$ cat src/rtl/rr_arbiter8.sv
`default_nettype none
// ============================================================================
//  Module      : rr_arbiter8
//  Description : Round-robin arbiter granting one 8-way one-hot select
//                resource to one of 8 requesters at a time. The grant is
//                held until the owner drops its request or, when MAX_HOLD
//                is non-zero, until the owner has held it for MAX_HOLD
//                consecutive cycles. Exactly one idle cycle separates any
//                two grants.
//  Revision    : 1.0 - initial release
// ----------------------------------------------------------------------------
//  Parameters
//    MAX_HOLD    : max consecutive grant cycles per owner (0 = unlimited),
//                  legal range 0..255
//  Ports
//    clk         : in  1  system clock, rising edge
//    rst         : in  1  asynchronous active-high reset
//    req         : in  8  request vector, req[i] = requester i wants access
//    grant       : out 8  registered one-hot grant, zero when no owner
//    grant_idx   : out 3  registered binary owner index (valid with
//                         grant_valid)
//    grant_valid : out 1  high while a grant is asserted
//    preempt     : out 1  one-cycle pulse after a MAX_HOLD forced release
// ============================================================================
module rr_arbiter8 #(
    parameter int unsigned MAX_HOLD = 15
) (
    input  logic       clk,
    input  logic       rst,
    input  logic [7:0] req,
    output logic [7:0] grant,
    output logic [2:0] grant_idx,
    output logic       grant_valid,
    output logic       preempt
);

    typedef enum logic [0:0] {
        ST_IDLE = 1'b0,
        ST_BUSY = 1'b1
    } state_t;

    localparam logic [7:0] c_max_hold = MAX_HOLD[7:0];
    localparam logic [7:0] c_hold_sat = 8'd255;

    state_t     state_q,       state_d;
    logic [7:0] grant_q,       grant_d;
    logic [2:0] grant_idx_q,   grant_idx_d;
    logic       grant_valid_q, grant_valid_d;
    logic       preempt_q,     preempt_d;
    logic [7:0] hold_q,        hold_d;
    logic [2:0] last_q,        last_d;

    logic       w_found;
    logic [2:0] w_pick;

    // Rotating priority search: candidates are visited in the order
    // last+1, last+2, ..., last (3-bit wrap), so the previous owner is
    // always the lowest priority. The first hit wins.
    always_comb begin
        w_found = 1'b0;
        w_pick  = 3'd0;
        for (int k = 1; k <= 8; k++) begin
            logic [2:0] cand;
            cand = last_q + 3'(k);
            if (!w_found && req[cand]) begin
                w_found = 1'b1;
                w_pick  = cand;
            end
        end
    end

    // Next-state logic. Every release path goes back to IDLE with all grant
    // outputs cleared, which produces the mandatory idle cycle between
    // consecutive owners.
    always_comb begin
        state_d       = state_q;
        grant_d       = grant_q;
        grant_idx_d   = grant_idx_q;
        grant_valid_d = grant_valid_q;
        preempt_d     = 1'b0;
        hold_d        = hold_q;
        last_d        = last_q;

        case (state_q)
            ST_IDLE: begin
                if (w_found) begin
                    state_d       = ST_BUSY;
                    grant_d       = 8'd1 << w_pick;
                    grant_idx_d   = w_pick;
                    grant_valid_d = 1'b1;
                    last_d        = w_pick;
                    hold_d        = 8'd1;
                end
            end

            ST_BUSY: begin
                if (!req[grant_idx_q]) begin
                    // Owner gave the resource back voluntarily.
                    state_d       = ST_IDLE;
                    grant_d       = 8'd0;
                    grant_idx_d   = 3'd0;
                    grant_valid_d = 1'b0;
                end else if ((c_max_hold != 8'd0) && (hold_q == c_max_hold)) begin
                    // Hold budget exhausted: take the grant away and flag it.
                    state_d       = ST_IDLE;
                    grant_d       = 8'd0;
                    grant_idx_d   = 3'd0;
                    grant_valid_d = 1'b0;
                    preempt_d     = 1'b1;
                end else begin
                    // Saturate so an unlimited hold never wraps the counter.
                    if (hold_q != c_hold_sat) begin
                        hold_d = hold_q + 8'd1;
                    end
                end
            end

            default: begin
                state_d       = ST_IDLE;
                grant_d       = 8'd0;
                grant_idx_d   = 3'd0;
                grant_valid_d = 1'b0;
            end
        endcase
    end

    // Reset leaves the pointer at 7 so the first search begins at index 0.
    always_ff @(posedge clk or posedge rst) begin
        if (rst) begin
            state_q       <= ST_IDLE;
            grant_q       <= 8'd0;
            grant_idx_q   <= 3'd0;
            grant_valid_q <= 1'b0;
            preempt_q     <= 1'b0;
            hold_q        <= 8'd0;
            last_q        <= 3'd7;
        end else begin
            state_q       <= state_d;
            grant_q       <= grant_d;
            grant_idx_q   <= grant_idx_d;
            grant_valid_q <= grant_valid_d;
            preempt_q     <= preempt_d;
            hold_q        <= hold_d;
            last_q        <= last_d;
        end
    end

    assign grant       = grant_q;
    assign grant_idx   = grant_idx_q;
    assign grant_valid = grant_valid_q;
    assign preempt     = preempt_q;

endmodule
`default_nettype wire

$ cat config.mk
export PLATFORM = sky130hd
export DESIGN_NAME = rr_arbiter8
export DESIGN_NICKNAME = d
export VERILOG_FILES = /design/src/rtl/rr_arbiter8.sv
export SDC_FILE = /design/constraint.sdc
export NUM_CORES = 1
export LEC_CHECK = 0
export CAP_MARGIN = 20
export CORE_MARGIN = 2
export CORE_UTILIZATION = 35
export DETAILED_ROUTE_END_ITERATION = 7
export SETUP_SLACK_MARGIN = 0.4
export SLEW_MARGIN = 0
export SYNTH_ARGS = -nofsm -noshare
export SYNTH_HDL_FRONTEND = slang
export SYNTH_SLANG_ARGS = --single-unit
$ cat constraint.sdc
create_clock -name clk -period 6.3 [get_ports clk]
set_clock_uncertainty 0.05 [all_clocks]
set_input_delay 1.575 -clock clk [delete_from_list [all_inputs] [get_ports clk]]
set_output_delay 1.575 -clock clk [all_outputs]
set_load 0.02 [all_outputs]
; Word-level counts from Yosys, hierarchy flattened
; Index checks and enable logic that the tools add are counted.
; Widths: inputs -> output; s select.
[totals]
reg_bits = 25
inputBits = 10
elab_cells = 108
[op_classes]
n_addsub = 8
order_cmp = 9
n_eq_ne = 7
shift = 1
muxes = 58
bitwise_logic = 1
n_reduce_logical = 17
[op_table]
columns = op, count
row1 = $mux 8, 7
row2 = $lt 3x4->1 const B, 9
row3 = $mux 3, 11
row4 = $pmux 8 s2, 2
row5 = $bmux 1 s3, 9
row6 = $mux 1, 26
row7 = $add 3x3->3 const B, 4
row8 = $add 8x1->8 const B, 1
row9 = $eq 8x4->1 const B, 1
row10 = $ne 8x8->1 const B, 1
row11 = $shl 1x3->8 const A, 1
row12 = $logic_and 1x1->1, 7
row13 = $logic_not 1->1, 7
row14 = $add 3x2->3 const B, 2
row15 = $pmux 3 s2, 1
row16 = $ne 2x1->1 const B, 2
row17 = $ne 2x2->1 const B, 2
row18 = $pmux 1 s2, 2
row19 = $reduce_and 2->1, 2
row20 = $reduce_and 4->1, 1
row21 = $add 3x1->3 const B, 1
row22 = $ne 3x2->1 const B, 1
row23 = $not 1->1, 1

; Logic depth before layout (Yosys ltp)
; Gate-level depths: netlist of run 1.
[depth]
word_depth = 28
ltp_mapped = 12
ltp_nobuf = 9

; Least setup slack after synthesis of run 1
; OpenSTA, ideal clock, no wires.
[synth_path]
kind = input to register
startpoint = input req[4]
endpoint = register grant_q[4], in the netlist grant[4]
setup_ps = 90
t_arrival_ps = 3622
setup_slack_ps = 2538
cell_stages = 7
n_path_buf = 0
cell_sequence = mux4_2 > mux2_2 > nand4b_1 > a2111o_1 > and3_4 > or3_4 > o31ai_4
[synth_via]
elab_chain_len = 27
word_cells_on_any_way = 55
[synth_lines]
columns = item, line_no
row1 = "start, declared", 30  ; input logic [7:0] req,
row2 = $bmux 1 s3, 65  ; if (!w_found && req[cand]) begin
row3 = $mux 1 (implied by the code), 65
row4 = $mux 1, 65
row5 = $logic_not 1->1, 65
row6 = $logic_and 1x1->1, 65
row7 = $mux 1, 65
row8 = $logic_not 1->1, 65
row9 = $logic_and 1x1->1, 65
row10 = (+11 left out), -
row11 = $logic_and 1x1->1, 65
row12 = $mux 1, 65
row13 = $logic_not 1->1, 65
row14 = $logic_and 1x1->1, 65
row15 = $mux 3, 65
row16 = $shl 1x3->8, 88  ; grant_d = 8'd1 << w_pick;
row17 = $mux 8, 86  ; if (w_found) begin
row18 = $pmux 8 s2, 84  ; case (state_q)
row19 = "end signal, assigned", 139  ; grant_q <= grant_d;
row20 = "end, declared", 46  ; logic [7:0] grant_q, grant_d;
; Parallel ways exist; a longest one is shown, timed or not. The select of a mux whose other input is x is not followed.
; A chain may end at the register's enable or synchronous reset.

; Worst setup path after layout of run 1
[layout_path]
startpoint = input req[1]
endpoint = register grant_q[6], in the netlist grant[6]
; Same word-level chain as after synthesis.

==> impl_metrics.toml, run 1 <==
[clock_network]
cts_buffers = 3
cts.sinks = 25
clk_pin_slew_ns = 0.09
ctsResizeCount = 0
holdBufCountCts = 0
clk_latency_ns = 0.27
cts_root_buf = "clkbuf_8"
postCtsSetupRepairBufs = 0
cts_tree = "yes"
cts.htree.levels = 1
clockBufferDepth = 2

[synthesis]
synth.mux.area_fraction = 0.265
synth_area_um2 = 2110
synthXorXnorAreaFrac = 0.0290
ys_warn_count = 0
synth_top_family_by_area = "multiplexers"
ys_seq_area_frac = 0.298
syn_avg_cell_area_um2 = 10.5
syn_nets = 215
synth_cells = 202
synthFlopType = "dfrtp_1"
ys_types = 59
synth_compound_area_frac = 0.173
synth_edf_count = 0
synthArstFlopShare = 1.00
yosys.area_share.simple = 0.166
synth_adder_area_share = 0.0178
synth_seq_cells = 25

[timing]
drv_slew = 0
fin_crit_sh = 0.712
slew_headroom = 0.378
hold_viol_final = 0
setup_violations = 0
max_freq_mhz = 223
worst_pin_slew_ns = 0.932
tns_ns = 0
grt_setup_unrepaired = "no"
layout_min_cycle_time_ns = 4.49

[drt]
drtPass1Iterations = 4
vias = 1638
antenna_left = 0
drt-total-wl_um = 4540
dr.first_iter.drc_count = 86
via_per_inst = 5.59
wl_per_cell_um = 15.5
drc = 0

[run_status]
status = "finished, final reports clean"

[layout]
nets = 232
final_common_cell = "nand2_1"
antenna_cells = 0
drive_gt1_frac = 0.174
layout_common_cells = "nand2_1, dfrtp_1, clkdlybuf4s50_1"
area_growth_pct = 14.0

[critical_path]
crit_start = "req[1]"
crit_end = "grant[6]"
r2r_cells = 9
cp-end-kind = "register"
rr_endpoint = "grant[6]"
critical_path_class = "input pin to register"
crit_required_ns = 6.44
cp_max_fo = 16
reg2reg_slack_ns = 2.30
cp-start-kind = "input pin"
cp.arrival_ns = 4.63
timing.rr.start = "last_q[1]"

[placement]
portBuffers = 22
gp_congestion = 0.835
dp_hpwl_um = 3380

[die]
dieArea_um2 = 6680
boundaryPins = 23
dieWidth_um = 81.7
core_region_area_um2 = 5890
rows = 28
initial_core_util = 0.359
die_y_um = 81.7

[flow_run]
max_cap_violations = 0

[power_and_ir_drop]
power_density_nw_per_um2 = 587
power_uw = 1410
total_leakage_power_uw = 0.000964
irDropWorstVdd_mv = 0.276

[global_routing]
track_usage = 0.143
grt_pass1_wl_um = 7560
antenna_found_initial = 0
grt_pass1_vias = 1558
grt_remaining_overflow = 0
grt_max_degree = 26

[min_path]
holdPathStages = 2
worstHoldPathType = "register to register"
## critical path, stage by stage
cell and delay [ns]:
clkdlybuf4s50_1 0.65, mux2i_1 0.15, mux4_2 0.58, and4b_2 0.32, a31oi_4 0.44, clkinv_1 0.27
or3_4 0.48, o31ai_4 0.16
## flip-flops by register name, indices dropped and copies added (netlist names)
signal       count
grant            8
hold_q           8
grant_idx        3
last_q           3
grant_valid      1
preempt          1
state_q          1
## layer usage
metal  global-route usage  wire length (µm)  vias to the layer above
li1                     -                 -                      795
met1                0.207              2240                      817
met2                0.240              2200                       24
met3               0.0198                83                        2
met4               0.0100                19                        0
met5                    0                 0                        -
## power breakdown
group	total (µW)	switching (µW)	internal, µW	leakage, µW
Sequential	318	101	217	0.000323
Combinational	998	549	449	0.000619
Clock	96.9	52.2	44.8	0.0000217
## how the worst min path moves through the flow
stage,start,endpoint,slack (ns)
2_1_floorplan,hold_q[0],hold_q[0],0.42
3_3_place_gp,grant[1],grant[1],0.42
3_5_place_dp,grant_valid,grant_valid,0.43
4_1_cts,grant_valid,grant_valid,0.45
5_1_grt,grant_valid,grant_valid,0.47
6_report,grant_valid,grant_valid,0.44
## cell usage after synthesis (3+ instances only)
| library cell | count | area, µm² |
|---|---|---|
| dfrtp_1 | 22 | 551 |
| xor2_1 | 6 | 52.6 |
| o21ai_1 | 6 | 30.0 |
| nand2b_1 | 3 | 18.8 |
| buf_6 | 3 | 33.8 |
| o31ai_1 | 4 | 30.0 |
| nand3_1 | 4 | 20.0 |
| mux2_2 | 3 | 33.8 |
| nand4_1 | 3 | 18.8 |
| buf_2 | 3 | 15.0 |
| nor2_1 | 11 | 41.3 |
| inv_1 | 6 | 22.5 |
| mux2i_1 | 11 | 110 |
| and2_1 | 4 | 25.0 |
| a21oi_1 | 9 | 45.0 |
| o21ai_0 | 5 | 25.0 |
| mux2_1 | 3 | 33.8 |
| mux4_2 | 15 | 338 |
| mux2_4 | 3 | 45.0 |
| nand2_1 | 25 | 93.8 |
| dfstp_2 | 3 | 78.8 |
| ha_1 | 3 | 37.5 |
## kinds of logic after synthesis
logic type | count (synthesis)
adder cells (fa/ha/maj) | 3
flip-flops | 25
XOR/XNOR | 7
AND/OR/NAND/NOR | 67
multiplexers | 35
AO/OA/AOI/OAI | 45
buffers and inverters | 20
## area by class of cell
class                      instances  area [µm²]
fill                             574        3480
multi-input combinational        157        1380
sequential                        25         629
timing repair buffer              22         220
tap                               75        93.8
clock buffer                       3        41.3
inverter                          10        40.0
clock inverter                     1        7.51
## stage by stage
step,hold WS (ns),cells,utilization,worst slack [ns],area (µm²)
global placement,0.418,289,0.401,1.56,2360
CTS,0.449,293,0.409,1.80,2410
floorplan,0.424,202,-,2.54,2110
detailed placement,0.426,289,0.401,1.51,2360
global route,0.466,293,0.409,1.65,2410
finish,0.445,293,0.409,1.81,2410
Power figures use the tool's default switching activity.
==> run 2, diff against run 1 <==
==> constraint.sdc (replaced) <==
create_clock -name clk -period 4.1 [get_ports clk]
set_clock_uncertainty 0.05 [all_clocks]
set_input_delay 1.025 -clock clk [delete_from_list [all_inputs] [get_ports clk]]
set_output_delay 1.025 -clock clk [all_outputs]
set_load 0.02 [all_outputs]
==> run 2 against run 1 <==
Net effect: combinational power is 69% higher; core utilization is 1.7 points higher; count of clock-buffer cells in the layout is 1 higher; final cell count is 3.1% higher; clock power is 48% higher; total power is 60% higher; sequential power is 36% higher; first-iteration DRC count is 20% higher; sequential share of layout area is 1.0 points lower; critical path depth stayed put; non-clock buffer count is 9 higher; via count is 1.8% higher; critical endpoint unchanged; largest cell class unchanged.
==> impl_metrics.toml, run 2 (same netlist as run 1, synthesis figures left out) <==
[drt]
wl_per_cell_um = 15.1
via_per_inst = 5.52
antenna_left = 0
drtPass1Iterations = 4
vias = 1667
dr.first_iter.drc_count = 103
drc = 0
drt-total-wl_um = 4570

[layout]
drive_gt1_frac = 0.207
final_common_cell = "nand2_1"
nets = 241
antenna_cells = 0
layout_common_cells = "nand2_1, dfrtp_1, clkdlybuf4s50_1"
nFillCells = 567
fin_util = 0.426
area_growth_pct = 18.7

[min_path]
hold_end = "grant[3]"
holdPathStages = 2
worstHoldPathType = "register to register"
hold_start = "grant[3]"

[timing]
drv_slew = 0
tns_ns = 0
layout_min_cycle_time_ns = 3.61
grt_setup_unrepaired = "no"
hold_viol_final = 0
fin_crit_sh = 0.882
worst_pin_slew_ns = 0.556
slew_headroom = 0.629
setup_violations = 0
fin_ws_ns = 0.486
max_freq_mhz = 277

[power_and_ir_drop]
irDropWorstVdd_mv = 0.341
power_density_nw_per_um2 = 901
total_leakage_power_uw = 0.00106

[global_routing]
grt_pass1_wl_um = 7790
grt_max_degree = 26
antenna_found_initial = 0
track_usage = 0.148
grt_pass1_vias = 1543
grt_remaining_overflow = 0

[placement]
gp_congestion = 0.839
dp_hpwl_um = 3430
portBuffers = 22
dpl_worst_slack_ns = 0.168

[clock_network]
ctsResizeCount = 0
cts_root_buf = "clkbuf_8"
clk_pin_slew_ns = 0.08
clockBufferDepth = 2
cts_tree = "yes"
clk_latency_ns = 0.26
cts.htree.levels = 1
holdBufCountCts = 0
cts.sinks = 25
postCtsSetupRepairBufs = 0
cts_buffers = 3

[die]
dieWidth_um = 81.7
initial_core_util = 0.359
core_region_area_um2 = 5890
die_y_um = 81.7
rows = 28
dieArea_um2 = 6680
boundaryPins = 23

[critical_path]
reg2reg_slack_ns = 0.71
critical_path_class = "input pin to register"
timing.rr.start = "last_q[1]"
cp-end-kind = "register"
rr_endpoint = "grant[6]"
cp.arrival_ns = 3.75
cp_max_fo = 8
r2r_cells = 9
cp-start-kind = "input pin"
crit_required_ns = 4.23

[flow_run]
max_cap_violations = 0

[run_status]
status = "finished, final reports clean"
run 2: cell types whose count changed in the layout (fill, tap and decap cells not counted):
| cell | before | now |
|---|---|---|
| clkdlybuf4s50_1 | 22 | 17 |
| buf_16 | 0 | 1 |
| o21ai_2 | 0 | 1 |
| clkbuf_1 | 0 | 1 |
| buf_4 | 0 | 8 |
| dlymetal6s2s_1 | 0 | 5 |
| clkinvlp_4 | 1 | 0 |
| o21ai_1 | 6 | 5 |
run 2: stage by stage:
step | area (µm²) | power (µW) | std cells | hold slack (ns)
6_report | 2510 | 2260 | 302 | 0.432
5_1_grt | 2510 | 2470 | 302 | 0.463
4_1_cts | 2460 | 2270 | 301 | 0.440
3_5_place_dp | 2420 | 2110 | 297 | 0.420
3_3_place_gp | 2420 | 2110 | 297 | 0.414
2_1_floorplan | 2110 | 1760 | 202 | 0.424
run 2: worst max-delay path, cell delays in order:
cell,delay [ns]
clkdlybuf4s50_1,0.54
mux4_2,0.53
mux2_2,0.33
nand4b_1,0.21
a2111o_1,0.34
and3_4,0.21
or3_4,0.40
o31ai_4,0.16
run 2: layout make-up:
| cell class | instances | area (µm²) | share of cell area |
|---|---|---|---|
| flip-flops and latches | 25 | 629 | 0.251 |
| well taps | 75 | 93.8 | 0.0374 |
| repair buffers | 31 | 320 | 0.128 |
| inverters | 10 | 40.0 | 0.0160 |
| clock buffers | 4 | 45.0 | 0.0180 |
| multi-input cells | 157 | 1380 | 0.550 |
run 2: per-layer routing:
metal	part of all wire	vias up	global-route usage
met5	0	-	0
met4	0.0031	0	0.0150
met3	0.037	2	0.0264
met2	0.48	33	0.235
met1	0.48	818	0.218
li1	-	814	-
run 2: power breakdown:
part / switching (µW) / total [µW] / internal (µW) / leakage (µW)
Combinational: 925 / 1690 / 761 / 0.000717
Sequential: 99.7 / 431 / 331 / 0.000323
Clock: 73.9 / 143 / 69.4 / 0.0000228
Total: 1100 / 2260 / 1160 / 0.00106
run 2: worst max-delay path by stage:
| stage | slack, ns | endpoint | depth (start not counted) | start |
|---|---|---|---|---|
| 6_report | 0.49 | grant[6] | 8 | req[0] |
| 5_1_grt | 0.42 | grant[6] | 8 | req[1] |
| 4_1_cts | 0.45 | grant[4] | 8 | req[4] |
| 3_5_place_dp | 0.17 | grant[4] | 8 | req[4] |
| 3_3_place_gp | 0.21 | grant[4] | 8 | req[7] |
| 2_1_floorplan | 0.66 | grant[4] | 11 | last_q[0] |
